### src/rtl/int_sequencer.sv
// int_sequencer: core-side interrupt entry/return sequencer with a 4-word register window
module int_sequencer #(
  parameter int VEC_SHIFT = 2
) (
  input  logic        i_clk,
  input  logic        i_rstn,
  input  logic [1:0]  i_memAddr,
  input  logic [15:0] i_memDataIn,
  input  logic        i_memWrEn,
  output logic [15:0] o_memDataOut,
  input  logic [3:0]  i_intCode,
  input  logic        i_intEn,
  input  logic        i_pipeEmpty,
  input  logic [15:0] i_resumePC,
  input  logic        i_rtiEn,
  output logic        o_stall,
  output logic        o_jmpEn,
  output logic [15:0] o_jmpAddr,
  output logic        o_ackEn,
  output logic [3:0]  o_ackCode
);
  typedef enum logic [1:0] {IDLE, DRAIN, VECTOR, RETURN} state_t;
  state_t      state_q, state_d;
  logic        gie_q, gie_d, pgie_q, pgie_d;
  logic [15:0] epc_q, epc_d, vbase_q, vbase_d;
  logic [3:0]  code_q, code_d;
  logic        stall_q, stall_d, jmp_en_q, jmp_en_d, ack_en_q, ack_en_d;
  logic [15:0] jmp_addr_q, jmp_addr_d;
  logic [3:0]  ack_code_q, ack_code_d;
  logic        wr_ctrl, wr_epc, wr_vbase;
  assign wr_ctrl  = i_memWrEn && i_memAddr == 2'd0;
  assign wr_epc   = i_memWrEn && i_memAddr == 2'd1;
  assign wr_vbase = i_memWrEn && i_memAddr == 2'd3;
  assign o_memDataOut = i_memAddr == 2'd0 ? {14'b0, pgie_q, gie_q} :
                        i_memAddr == 2'd1 ? epc_q :
                        i_memAddr == 2'd2 ? {12'b0, code_q} : vbase_q;
  assign o_stall   = stall_q;
  assign o_jmpEn   = jmp_en_q;
  assign o_jmpAddr = jmp_addr_q;
  assign o_ackEn   = ack_en_q;
  assign o_ackCode = ack_code_q;
  // next state, register updates (hardware overrides software) and next-cycle outputs
  always_comb begin
    state_d = state_q;
    gie_d   = wr_ctrl ? i_memDataIn[0] : gie_q;
    pgie_d  = wr_ctrl ? i_memDataIn[1] : pgie_q;
    epc_d   = wr_epc ? i_memDataIn : epc_q;
    vbase_d = wr_vbase ? i_memDataIn : vbase_q;
    code_d  = code_q;
    case (state_q)
      IDLE:    state_d = i_rtiEn ? RETURN : (gie_q && i_intEn) ? DRAIN : IDLE;
      DRAIN: begin
        if (!i_intEn) state_d = IDLE;
        else if (i_pipeEmpty) begin
          epc_d   = i_resumePC;
          code_d  = i_intCode;
          state_d = VECTOR;
        end
      end
      VECTOR: begin
        pgie_d  = gie_q;
        gie_d   = 1'b0;
        state_d = IDLE;
      end
      default: begin
        gie_d   = pgie_q;
        pgie_d  = pgie_q;
        state_d = IDLE;
      end
    endcase
    stall_d    = state_d != IDLE;
    jmp_en_d   = state_d == VECTOR || state_d == RETURN;
    ack_en_d   = state_d == VECTOR;
    ack_code_d = state_d == VECTOR ? code_d : 4'd0;
    jmp_addr_d = state_d == VECTOR ? vbase_d + (16'(code_d) << VEC_SHIFT) :
                 state_d == RETURN ? epc_d : 16'd0;
  end
  // state, registers and registered outputs; async reset aborts any sequence
  always_ff @(posedge i_clk or negedge i_rstn) begin
    if (!i_rstn) begin
      state_q    <= IDLE;
      gie_q      <= 1'b0;
      pgie_q     <= 1'b0;
      epc_q      <= 16'd0;
      vbase_q    <= 16'd0;
      code_q     <= 4'd0;
      stall_q    <= 1'b0;
      jmp_en_q   <= 1'b0;
      jmp_addr_q <= 16'd0;
      ack_en_q   <= 1'b0;
      ack_code_q <= 4'd0;
    end else begin
      state_q    <= state_d;
      gie_q      <= gie_d;
      pgie_q     <= pgie_d;
      epc_q      <= epc_d;
      vbase_q    <= vbase_d;
      code_q     <= code_d;
      stall_q    <= stall_d;
      jmp_en_q   <= jmp_en_d;
      jmp_addr_q <= jmp_addr_d;
      ack_en_q   <= ack_en_d;
      ack_code_q <= ack_code_d;
    end
  end
endmodule
### config.mk
export PLATFORM = sky130hd
export DESIGN_NAME = int_sequencer
export DESIGN_NICKNAME = d
export VERILOG_FILES = /design/src/rtl/int_sequencer.sv
export SDC_FILE = /design/constraint.sdc
export NUM_CORES = 1
export LEC_CHECK = 0
export CORE_MARGIN = 3
export CORE_UTILIZATION = 45
export CTS_CLUSTER_SIZE = 20
export DETAILED_ROUTE_END_ITERATION = 10
export HOLD_SLACK_MARGIN = 0.06
export PLACE_DENSITY = 0.86
export SETUP_SLACK_MARGIN = 0.5
export SYNTH_ARGS = -nofsm -noshare
export SYNTH_HDL_FRONTEND = slang
export SYNTH_SLANG_ARGS = --single-unit
### constraint.sdc
create_clock -name i_clk -period 4 [get_ports i_clk]
set_clock_uncertainty 0.05 [all_clocks]
set_input_delay 0.4 -clock i_clk [delete_from_list [all_inputs] [get_ports i_clk]]
set_output_delay 0.4 -clock i_clk [all_outputs]
set_load 0.005 [all_outputs]
==> results.py, run 1 <==
metrics = {
    "clock_tree": {
        "cts_tree": "built",
        "clk-insertion-delay-late_ns": 0.34,
        "post_cts_buffers": 0,
        "htreeDepth": 3,
        "clkTransAtPathRegs_ns": 0.07,
        "root_buffer": "clkbuf_8",
        "cts.path.max_buffers": 2,
        "cts_buffers": 9,
        "clock_sinks": 63,
    },
    "pwr": {
        "switching_share_pct": 32.1,
        "p_comb_share_pct": 38.1,
        "power_leakage_nw": 1.96,
        "intPower_mw": 1.69,
        "power.clock.fraction_pct": 22.3,
        "p_switching_mw": 0.800,
        "finalPower_mw": 2.49,
        "pwr-share-seq_pct": 39.6,
        "power_density_mw_per_mm2": 579,
        "peakVddDrop_mv": 0.234,
    },
    "sta": {
        "finalCriticalPeriod_ns": 3.05,
        "fin_crit_sh_pct": 76.4,
        "hold_violations": 0,
        "maxSlewViolCount": 0,
        "worstMarginPinSlew_ns": 0.763,
        "layout_setup_ws_ns": 0.946,
        "setup_viol": 0,
        "holdWs_ns": 0.480,
        "rsz0062_at_grt": "false",
        "slew_headroom_pct": 49.0,
        "clock.fmax_mhz": 327,
        "tns_ns": 0,
    },
    "logic_synthesis": {
        "yosys-top-cells-area": "dfrtp_1 (49%), mux2i_1 (9.1%), mux2_2 (4.9%), o21ai_0 (3.9%), nand2_1 (3.1%)",
        "ys_async_sr_fraction_pct": 100,
        "ys_seq_area_share_pct": 49.4,
        "yosysUniqueCellTypes": 44,
        "synth_flop_cell": "dfrtp_1",
        "synth_area_mm2": 0.00319,
        "avgSynthCellArea_um2": 11.4,
        "syn-num-nets": 329,
        "ys_ff_latch": 63,
        "yosysTopAreaCellShare_pct": 49.4,
        "ys_warn_count": 0,
        "synth_edf_count": 0,
        "synth_cells": 280,
        "synth_top_cell_by_area": "dfrtp_1",
    },
    "drt": {
        "wl_met2_mm": 3.66,
        "first_iter_violations": 136,
        "wirelength_mm": 8.00,
        "postRouteAntennaNets": 0,
        "drt-vias-per-instance": 5.36,
        "vias": 2502,
        "drtPass1Iterations": 4,
        "drc": 0,
        "met3_length_um": 543,
        "wl_met1_mm": 3.65,
        "wl_per_cell_um": 17.1,
        "maxUsedRoutingLayer": "met4",
    },
    "setup_path": {
        "startpoint_type": "flip-flop",
        "path_cells": "nand4b_1 -> inv_1 -> and2_1 -> a21o_1 -> ha_1 -> fa_1 -> a21o_1 -> a21oi_1 -> nor4_2 -> and3_1 -> o31ai_1",
        "slowest_delay_ns": 0.52,
        "crit_slowest_cell": "dfrtp_1",
        "cpLargestDelayFamily": "compound AO/OA/AOI/OAI gates",
        "reg2regPathDepth": 11,
        "r2r-end": "o_jmpAddr[12]",
        "worst-endpoint-required_ns": 4.19,
        "critPathBufInv": 1,
        "crit_top_cell": "a21o_1",
        "end_kind": "flip-flop",
        "reg2reg_from": "state_q[1]",
        "worstSetupPathType": "flip-flop to flip-flop",
        "reg2reg_setup_slack_ns": 0.95,
        "cp.arrival_ns": 3.25,
        "cp_max_fo": 11,
    },
    "floorplan": {
        "core.rowCount": 30,
        "die_h_um": 90.2,
        "start_util_pct": 46.7,
        "core_mm2": 0.00683,
        "dieArea_mm2": 0.00814,
        "die_w_um": 90.2,
        "ios": 83,
    },
    "run_status": {
        "outcome": "finished, final reports clean",
    },
    "placed_design": {
        "place_inst": 451,
        "gp_congestion": 0.871,
        "port_buffers": 82,
        "place_ws_ns": 0.617,
        "dp_hpwl_mm": 5.80,
    },
    "grt": {
        "grt_use_total_pct": 21.0,
        "grt_pass1_wl_mm": 13.6,
        "grt_antenna_before_repair": 0,
        "overflow": 0,
        "grt_max_degree": 34,
        "grt_pass1_vias": 2654,
    },
    "final_layout": {
        "area_growth_pct": 34.9,
        "insertedDiodeCount": 0,
        "drive_above_1_share_pct": 14.3,
        "nets": 416,
        "instances_no_fill": 467,
    },
    "min_path": {
        "min_delay_path_depth": 1,
        "min_to": "code_q[0]",
        "hold_start": "code_q[0]",
        "hp-class": "flip-flop to flip-flop",
    },
    "job": {
        "cap_viol_max_count": 0,
    },
}
-- synth_stat cells (all sizes together) (2+ instances only) --
| cell | count |
|---|---|
| a211oi | 3 |
| a21o | 7 |
| a21oi | 8 |
| a22o | 10 |
| a31o | 2 |
| and2 | 6 |
| and3 | 4 |
| buf | 10 |
| clkbuf | 6 |
| dfrtp | 63 |
| ha | 4 |
| inv | 6 |
| mux2 | 15 |
| mux2i | 31 |
| mux4 | 2 |
| nand2 | 26 |
| nand3 | 5 |
| nand4 | 2 |
| nor2 | 3 |
| nor2b | 15 |
| nor3 | 4 |
| o21ai | 25 |
| o2bb2ai | 2 |
| o31ai | 4 |
| xnor2 | 3 |
| xor2 | 2 |
-- per-stage QoR --
| stage | util [%] | area (um2) |
|---|---|---|
| 3_5_place_dp | 60.0 | 4100 |
| 3_3_place_gp | 60.0 | 4100 |
| 4_1_cts | 63.0 | 4300 |
| 6_report | 63.0 | 4300 |
| 5_1_grt | 63.0 | 4300 |
| 2_1_floorplan | - | 3190 |
-- power groups by stage --
stage                     Sequential (mW)  Combinational [mW]  Clock (mW)
final                               0.987               0.949       0.557
after global routing                 1.01                1.06       0.598
after CTS                           0.986               0.958       0.564
after detailed placement            0.995               0.949           0
after global placement              0.984               0.918           0
after floorplan                     0.957               0.542           0
-- cell families after synthesis --
logic type               after synthesis  synth area share (%)
multiplexers                          48                  17.1
AO/OA/AOI/OAI                         64                  13.1
buffers and inverters                 22                  3.76
AND/OR/NAND/NOR                       73                  13.1
flip-flops                            63                  49.4
XOR/XNOR                               5                  1.37
adder cells (fa/ha/maj)                5                  2.20
-- registers in the layout, indices dropped and copies added, names as in the netlist --
signal,cells
code_q,4
epc_q,16
gie_q,1
o_ackCode,4
o_ackEn,1
o_jmpAddr,16
o_jmpEn,1
o_stall,1
pgie_q,1
state_q,2
vbase_q,16
-- worst max-delay path by stage --
| stage | startpoint | to | slack (ns) | depth (start not counted) |
|---|---|---|---|---|
| final | state_q[1] | o_jmpAddr[12] | 0.95 | 11 |
| after global routing | state_q[1] | o_jmpAddr[13] | 0.68 | 11 |
| after CTS | state_q[1] | o_jmpAddr[12] | 0.95 | 11 |
| after detailed placement | i_memWrEn | o_jmpAddr[15] | 0.62 | 10 |
| after global placement | i_pipeEmpty | o_jmpAddr[12] | 0.77 | 11 |
| after floorplan | state_q[0] | o_jmpAddr[12] | 1.03 | 13 |
-- layout make-up --
cell class / instances / area, um2
clock buffers: 12 / 155
clock inverters: 3 / 42.5
fillers: 567 / 2530
inverters: 6 / 22.5
multi-input cells: 195 / 1490
flip-flops and latches: 63 / 1580
well taps: 96 / 120
repair buffers: 92 / 893
-- layer usage --
layer | track usage [%] | up-vias
li1 | - | 1173
met1 | 28.4 | 1220
met2 | 32.5 | 94
met3 | 5.69 | 15
met4 | 7.40 | 0
met5 | 0 | -
-- worst register-to-register path, stage by stage, from the launching register on --
cell,delay (ns)
dfrtp_1,0.52
nand4b_1,0.20
inv_1,0.10
and2_1,0.19
a21o_1,0.17
ha_1,0.22
fa_1,0.42
a21o_1,0.20
a21oi_1,0.34
nor4_2,0.14
and3_1,0.21
o31ai_1,0.21
-- cell usage in the layout, fill, tap and decap left out, drive strengths merged, types with 2 or more instances in the layout --
| cell | instances |
|---|---|
| a211oi | 3 |
| a21o | 7 |
| a21oi | 8 |
| a22o | 10 |
| a31o | 2 |
| and2 | 6 |
| and3 | 4 |
| buf | 10 |
| clkbuf | 12 |
| clkdlybuf4s50 | 81 |
| dfrtp | 63 |
| ha | 4 |
| inv | 6 |
| mux2 | 15 |
| mux2i | 31 |
| mux4 | 2 |
| nand2 | 26 |
| nand3 | 5 |
| nand4 | 2 |
| nor2 | 3 |
| nor2b | 15 |
| nor3 | 4 |
| o21ai | 25 |
| o2bb2ai | 2 |
| o31ai | 4 |
| xnor2 | 3 |
| xor2 | 2 |
-- what timing repair did --
action                                  in CTS  in global routing
resized for setup                            0                  0
hold endpoints to repair                     6                  0
hold buffers                                 1                  0
endpoints found under the setup margin       0                  0
No activity file was read; power rests on OpenSTA's default activity.
==> inputs of run 2 (changes only) <==
Clock period 4 ns to 3 ns, I/O delays scaled along.
==> run 2 against run 1 <==
Core utilization up 4.5 points. Sequential cell count unchanged. Final area grew 7.2%. Power is 48% higher. Combinational power rose by 84%. Clock power is 14% higher. Sequential share of layout area shrank 2.5 points. First-iteration DRC count up 59%. Register-to-register slack worse by 0.59 ns. Wire length rose by 14%. Critical endpoint is now o_jmpAddr[14].
==> results.py, run 2 (synthesized netlist as in run 1, its figures left out) <==
metrics = {
    "floorplan": {
        "die_h_um": 90.2,
        "start_util_pct": 46.7,
        "core_mm2": 0.00683,
        "core.rowCount": 30,
        "ios": 83,
        "die_w_um": 90.2,
        "dieArea_mm2": 0.00814,
    },
    "clock_tree": {
        "clock_sinks": 63,
        "root_buffer": "clkbuf_8",
        "cts.path.max_buffers": 2,
        "clk-insertion-delay-late_ns": 0.35,
        "htreeDepth": 3,
        "clkTransAtPathRegs_ns": 0.07,
        "cts_tree": "built",
        "cts_buffers": 9,
    },
    "job": {
        "cap_viol_max_count": 0,
    },
    "placed_design": {
        "place_inst": 456,
        "port_buffers": 82,
        "dp_hpwl_mm": 5.86,
        "gp_congestion": 0.875,
    },
    "sta": {
        "slew_headroom_pct": 70.2,
        "clock.fmax_mhz": 378,
        "finalCriticalPeriod_ns": 2.65,
        "holdWs_ns": 0.274,
        "rsz0062_at_grt": "true",
        "hold_violations": 0,
        "tns_ns": 0,
        "worstMarginPinSlew_ns": 0.439,
        "maxSlewViolCount": 0,
        "setup_viol": 0,
        "fin_crit_sh_pct": 88.3,
    },
    "pwr": {
        "power_density_mw_per_mm2": 799,
        "power_leakage_nw": 2.10,
        "finalPower_mw": 3.69,
        "peakVddDrop_mv": 0.345,
    },
    "final_layout": {
        "area_growth_pct": 44.6,
        "insertedDiodeCount": 0,
        "multi_input_area_mm2": 0.00166,
        "drive_above_1_share_pct": 23.5,
        "instances_no_fill": 487,
        "mostFrequentLayoutCell": "clkdlybuf4s50_1",
        "seqCellArea_mm2": 0.00158,
        "nets": 436,
        "fillCellCount": 520,
        "mostFrequentLayoutCells": "clkdlybuf4s50_1 (79), dfrtp_1 (63), mux2i_1 (29)",
    },
    "setup_path": {
        "startpoint_type": "primary input",
        "cp.arrival_ns": 2.85,
        "cp_max_fo": 7,
        "end_kind": "flip-flop",
        "worstSetupPathType": "primary input to flip-flop",
        "worst-endpoint-required_ns": 3.20,
        "path_cells": "clkdlybuf4s50_1 -> nand3_4 -> mux2_2 -> ha_4 -> fa_2 -> a21o_1 -> a21oi_4 -> nor4_4 -> and3_1 -> o31ai_1",
        "slowest_delay_ns": 0.59,
        "crit_slowest_cell": "clkdlybuf4s50_1",
    },
    "drt": {
        "wl_met1_mm": 3.97,
        "wirelength_mm": 9.09,
        "vias": 2670,
        "drc": 0,
        "wl_per_cell_um": 18.7,
        "maxUsedRoutingLayer": "met4",
        "first_iter_violations": 216,
        "postRouteAntennaNets": 0,
        "wl_met2_mm": 4.36,
        "drtPass1Iterations": 5,
        "drt-vias-per-instance": 5.48,
        "met3_length_um": 581,
    },
    "grt": {
        "grt_pass1_wl_mm": 14.1,
        "overflow": 0,
        "grt_use_total_pct": 21.9,
        "grt_antenna_before_repair": 0,
        "grt_max_degree": 42,
        "grt_pass1_vias": 2762,
    },
    "min_path": {
        "hp-class": "primary input to flip-flop",
    },
    "run_status": {
        "outcome": "finished, final reports clean",
    },
}
==> run 2: stage by stage <==
step | util [%] | setup slack [ns] | instance area, um2
floorplan | - | 0.323 | 3270
global placement | 61.4 | 0.0499 | 4200
detailed placement | 61.4 | -0.0582 | 4200
CTS | 64.8 | 0.400 | 4430
global route | 67.5 | 0.229 | 4610
finish | 67.5 | 0.352 | 4610
==> run 2: layout make-up <==
cell class / count / area share [%]
flip-flops and latches: 63 / 34.2
inverters: 6 / 0.488
well taps: 96 / 2.60
clock inverters: 4 / 0.488
clock buffers: 11 / 3.06
multi-input cells: 195 / 35.9
repair buffers: 112 / 23.2
==> run 2: power breakdown <==
group          internal [mW]  leakage [nW]  switching [mW]
Combinational          0.966          1.22           0.789
Clock                  0.313        0.0850           0.322
Sequential              1.14         0.791           0.155
==> run 2: worst paths after layout <==
kind | from | to | slack (ns) | cells after the start
max | i_memAddr[0] | o_jmpAddr[14] | 0.35 | 10
min reg2reg | vbase_q[1] | vbase_q[1] | 0.49 | 1
max in group asynchronous | i_rstn | epc_q[9] | 1.78 | 3
max reg2reg | state_q[1] | o_jmpAddr[14] | 0.35 | 10
min in group asynchronous | i_rstn | o_stall | 0.37 | 2
min | i_intEn | state_q[0] | 0.27 | 3
==> run 2: critical path: cells and delay by family <==
family / cells / cell delay (ns)
multiplexers: 1 / 0.34
AND/OR/NAND/NOR: 3 / 0.45
AO/OA/AOI/OAI: 3 / 0.63
adder cells (fa/ha/maj): 2 / 0.52
buffers and inverters: 1 / 0.59
==> run 2: routing by layer <==
metal	vias to the layer above	track usage [%]
met1	1324	28.5
met4	0	8.16
met5	-	0
met3	15	5.61
li1	1212	-
met2	119	35.2
==> run 2: timing repair <==
item | 4_1_cts | 5_1_grt
buffers inserted | 4 | 11
gates cloned | 0 | 0
hold buffers | 1 | 0
pin swaps | 11 | 11
endpoints found under the setup margin | 11 | 11
gates resized for setup | 5 | 20
endpoints found under the hold margin | 17 | 0
==> inputs of run 3 (changes only) <==
Clock period 3 ns to 2.6 ns, I/O delays scaled along.
==> run 3 against run 2 <==
The run now ends with setup timing left. Non-clock buffer count up 8. Hold slack better by 0.20 ns. Sequential cell count unchanged. Die area unchanged. Worst setup slack worse by 0.44 ns. Final area up 3.3%. Critical path depth unchanged. Clock power up 41%. Combinational power up 25%. Count of clock-buffer cells in the layout up 2. Global-route usage up 1.6 points. Via count up 0.97%. Critical path type is now flip-flop to flip-flop.
==> results.py, run 3 (synthesized netlist as in run 1, its figures left out) <==
metrics = {
    "sta": {
        "slew_headroom_pct": 45.9,
        "holdWs_ns": 0.470,
        "setup_viol": 7,
        "finalCriticalPeriod_ns": 2.69,
        "worstMarginPinSlew_ns": 0.812,
        "hold_violations": 0,
        "maxSlewViolCount": 0,
        "fin_crit_sh_pct": 103,
        "clock.fmax_mhz": 372,
        "rsz0062_at_grt": "true",
        "layout_setup_ws_ns": -0.0877,
    },
    "floorplan": {
        "die_w_um": 90.2,
        "dieArea_mm2": 0.00814,
        "core.rowCount": 30,
        "start_util_pct": 46.7,
        "core_mm2": 0.00683,
        "die_h_um": 90.2,
        "ios": 83,
    },
    "setup_path": {
        "worst-endpoint-required_ns": 2.79,
        "reg2regPathDepth": 10,
        "cp.arrival_ns": 2.88,
        "end_kind": "flip-flop",
        "worstSetupPathType": "flip-flop to flip-flop",
        "startpoint_type": "flip-flop",
        "cp_max_fo": 5,
    },
    "drt": {
        "postRouteAntennaNets": 0,
        "wirelength_mm": 9.48,
        "vias": 2696,
        "drtPass1Iterations": 5,
        "drt-vias-per-instance": 5.44,
        "first_iter_violations": 161,
        "drc": 0,
        "wl_per_cell_um": 19.1,
    },
    "clock_tree": {
        "htreeDepth": 3,
        "root_buffer": "clkbuf_8",
        "cts.path.max_buffers": 2,
        "cts_tree": "built",
        "cts_buffers": 9,
        "clkTransAtPathRegs_ns": 0.07,
        "clk-insertion-delay-late_ns": 0.34,
        "clock_sinks": 63,
    },
    "pwr": {
        "peakVddDrop_mv": 0.450,
        "power_leakage_nw": 2.17,
        "power_density_mw_per_mm2": 958,
    },
    "final_layout": {
        "drive_above_1_share_pct": 26.0,
        "fin_util_pct": 69.8,
        "nets": 444,
        "area_growth_pct": 49.4,
        "mostFrequentLayoutCell": "clkdlybuf4s50_1",
        "final_cell_area_mm2": 0.00477,
        "insertedDiodeCount": 0,
        "mostFrequentLayoutCells": "clkdlybuf4s50_1 (79), dfrtp_1 (63), mux2i_1 (29)",
    },
    "run_status": {
        "violations": "setup timing",
        "outcome": "finished with violations",
    },
    "placed_design": {
        "dp_hpwl_mm": 6.10,
        "gp_congestion": 0.881,
        "place_area_mm2": 0.00426,
        "port_buffers": 82,
    },
    "grt": {
        "overflow": 0,
        "grt_pass1_wl_mm": 15.2,
        "grt_antenna_before_repair": 0,
        "grt_pass1_vias": 2965,
        "grt_max_degree": 42,
        "grt_use_total_pct": 23.5,
    },
    "min_path": {
        "min_delay_path_depth": 3,
        "hp-class": "primary input to flip-flop",
    },
    "job": {
        "cap_viol_max_count": 0,
    },
}
[run 3: cell count changes in the layout (fill, tap and decap cells not counted), moves of 3 or more]
cell / previous run / this run
o31ai_1: 4 / 0
buf_4: 25 / 28
buf_6: 3 / 7
o31ai_2: 0 / 4
[run 3: critical path, cell delays in order, from the launching register on]
cell,delay (ns)
dfrtp_1,0.38
nand4b_1,0.29
buf_4,0.23
a21o_1,0.20
ha_4,0.19
fa_2,0.34
a21o_1,0.20
a21oi_4,0.22
nor4_4,0.08
and3_1,0.21
o31ai_2,0.20
[run 3: stage by stage]
step | setup TNS [ns] | instances | setup slack (ns) | power [mW]
after floorplan | -0.251 | 280 | -0.0767 | 2.40
after CTS | -0.305 | 490 | -0.114 | 4.37
after global placement | -1.93 | 464 | -0.240 | 3.11
after global routing | -1.07 | 496 | -0.149 | 4.80
after detailed placement | -3.38 | 464 | -0.449 | 3.20
final | -0.301 | 496 | -0.0877 | 4.57
[run 3: cell type report]
class / instances / area (um2)
fillers: 494 / 2060
repair buffers: 120 / 1150
flip-flops and latches: 63 / 1580
well taps: 96 / 120
inverters: 6 / 22.5
multi-input cells: 195 / 1690
clock buffers: 13 / 169
clock inverters: 3 / 40.0
[run 3: final timing paths]
| path | startpoint | end | slack [ns] |
|---|---|---|---|
| setup / recovery | state_q[1] | o_jmpAddr[12] | -0.09 |
| hold / removal | i_resumePC[11] | epc_q[11] | 0.47 |
| hold reg to reg | gie_q | gie_q | 0.49 |
| setup reg to reg | state_q[1] | o_jmpAddr[12] | -0.09 |
| min in group asynchronous | i_rstn | o_ackCode[0] | 0.51 |
| max in group asynchronous | i_rstn | state_q[1] | 1.27 |
[run 3: power by group]
group | leakage [nW] | total, mW | switching, mW | internal, mW
Sequential | 0.791 | 1.50 | 0.182 | 1.32
Clock | 0.109 | 0.893 | 0.375 | 0.519
Combinational | 1.27 | 2.18 | 0.977 | 1.20
Total | 2.17 | 4.57 | 1.53 | 3.03
[run 3: metal layers]
metal / track usage [%] / vias up / routed length, um
li1: - / 1232 / -
met5: 0 / - / 0
met3: 5.02 / 16 / 560
met4: 8.55 / 0 / 199
met1: 30.6 / 1341 / 3990
met2: 38.6 / 107 / 4730
[run 3: repair_timing]
action                                 4_1_cts  5_1_grt
hold buffers                                 1        0
setup endpoints to repair                   29       13
setup buffers                                9        6
endpoints found under the hold margin       34        0
pin swaps                                   19       14
resized for setup                           29        8
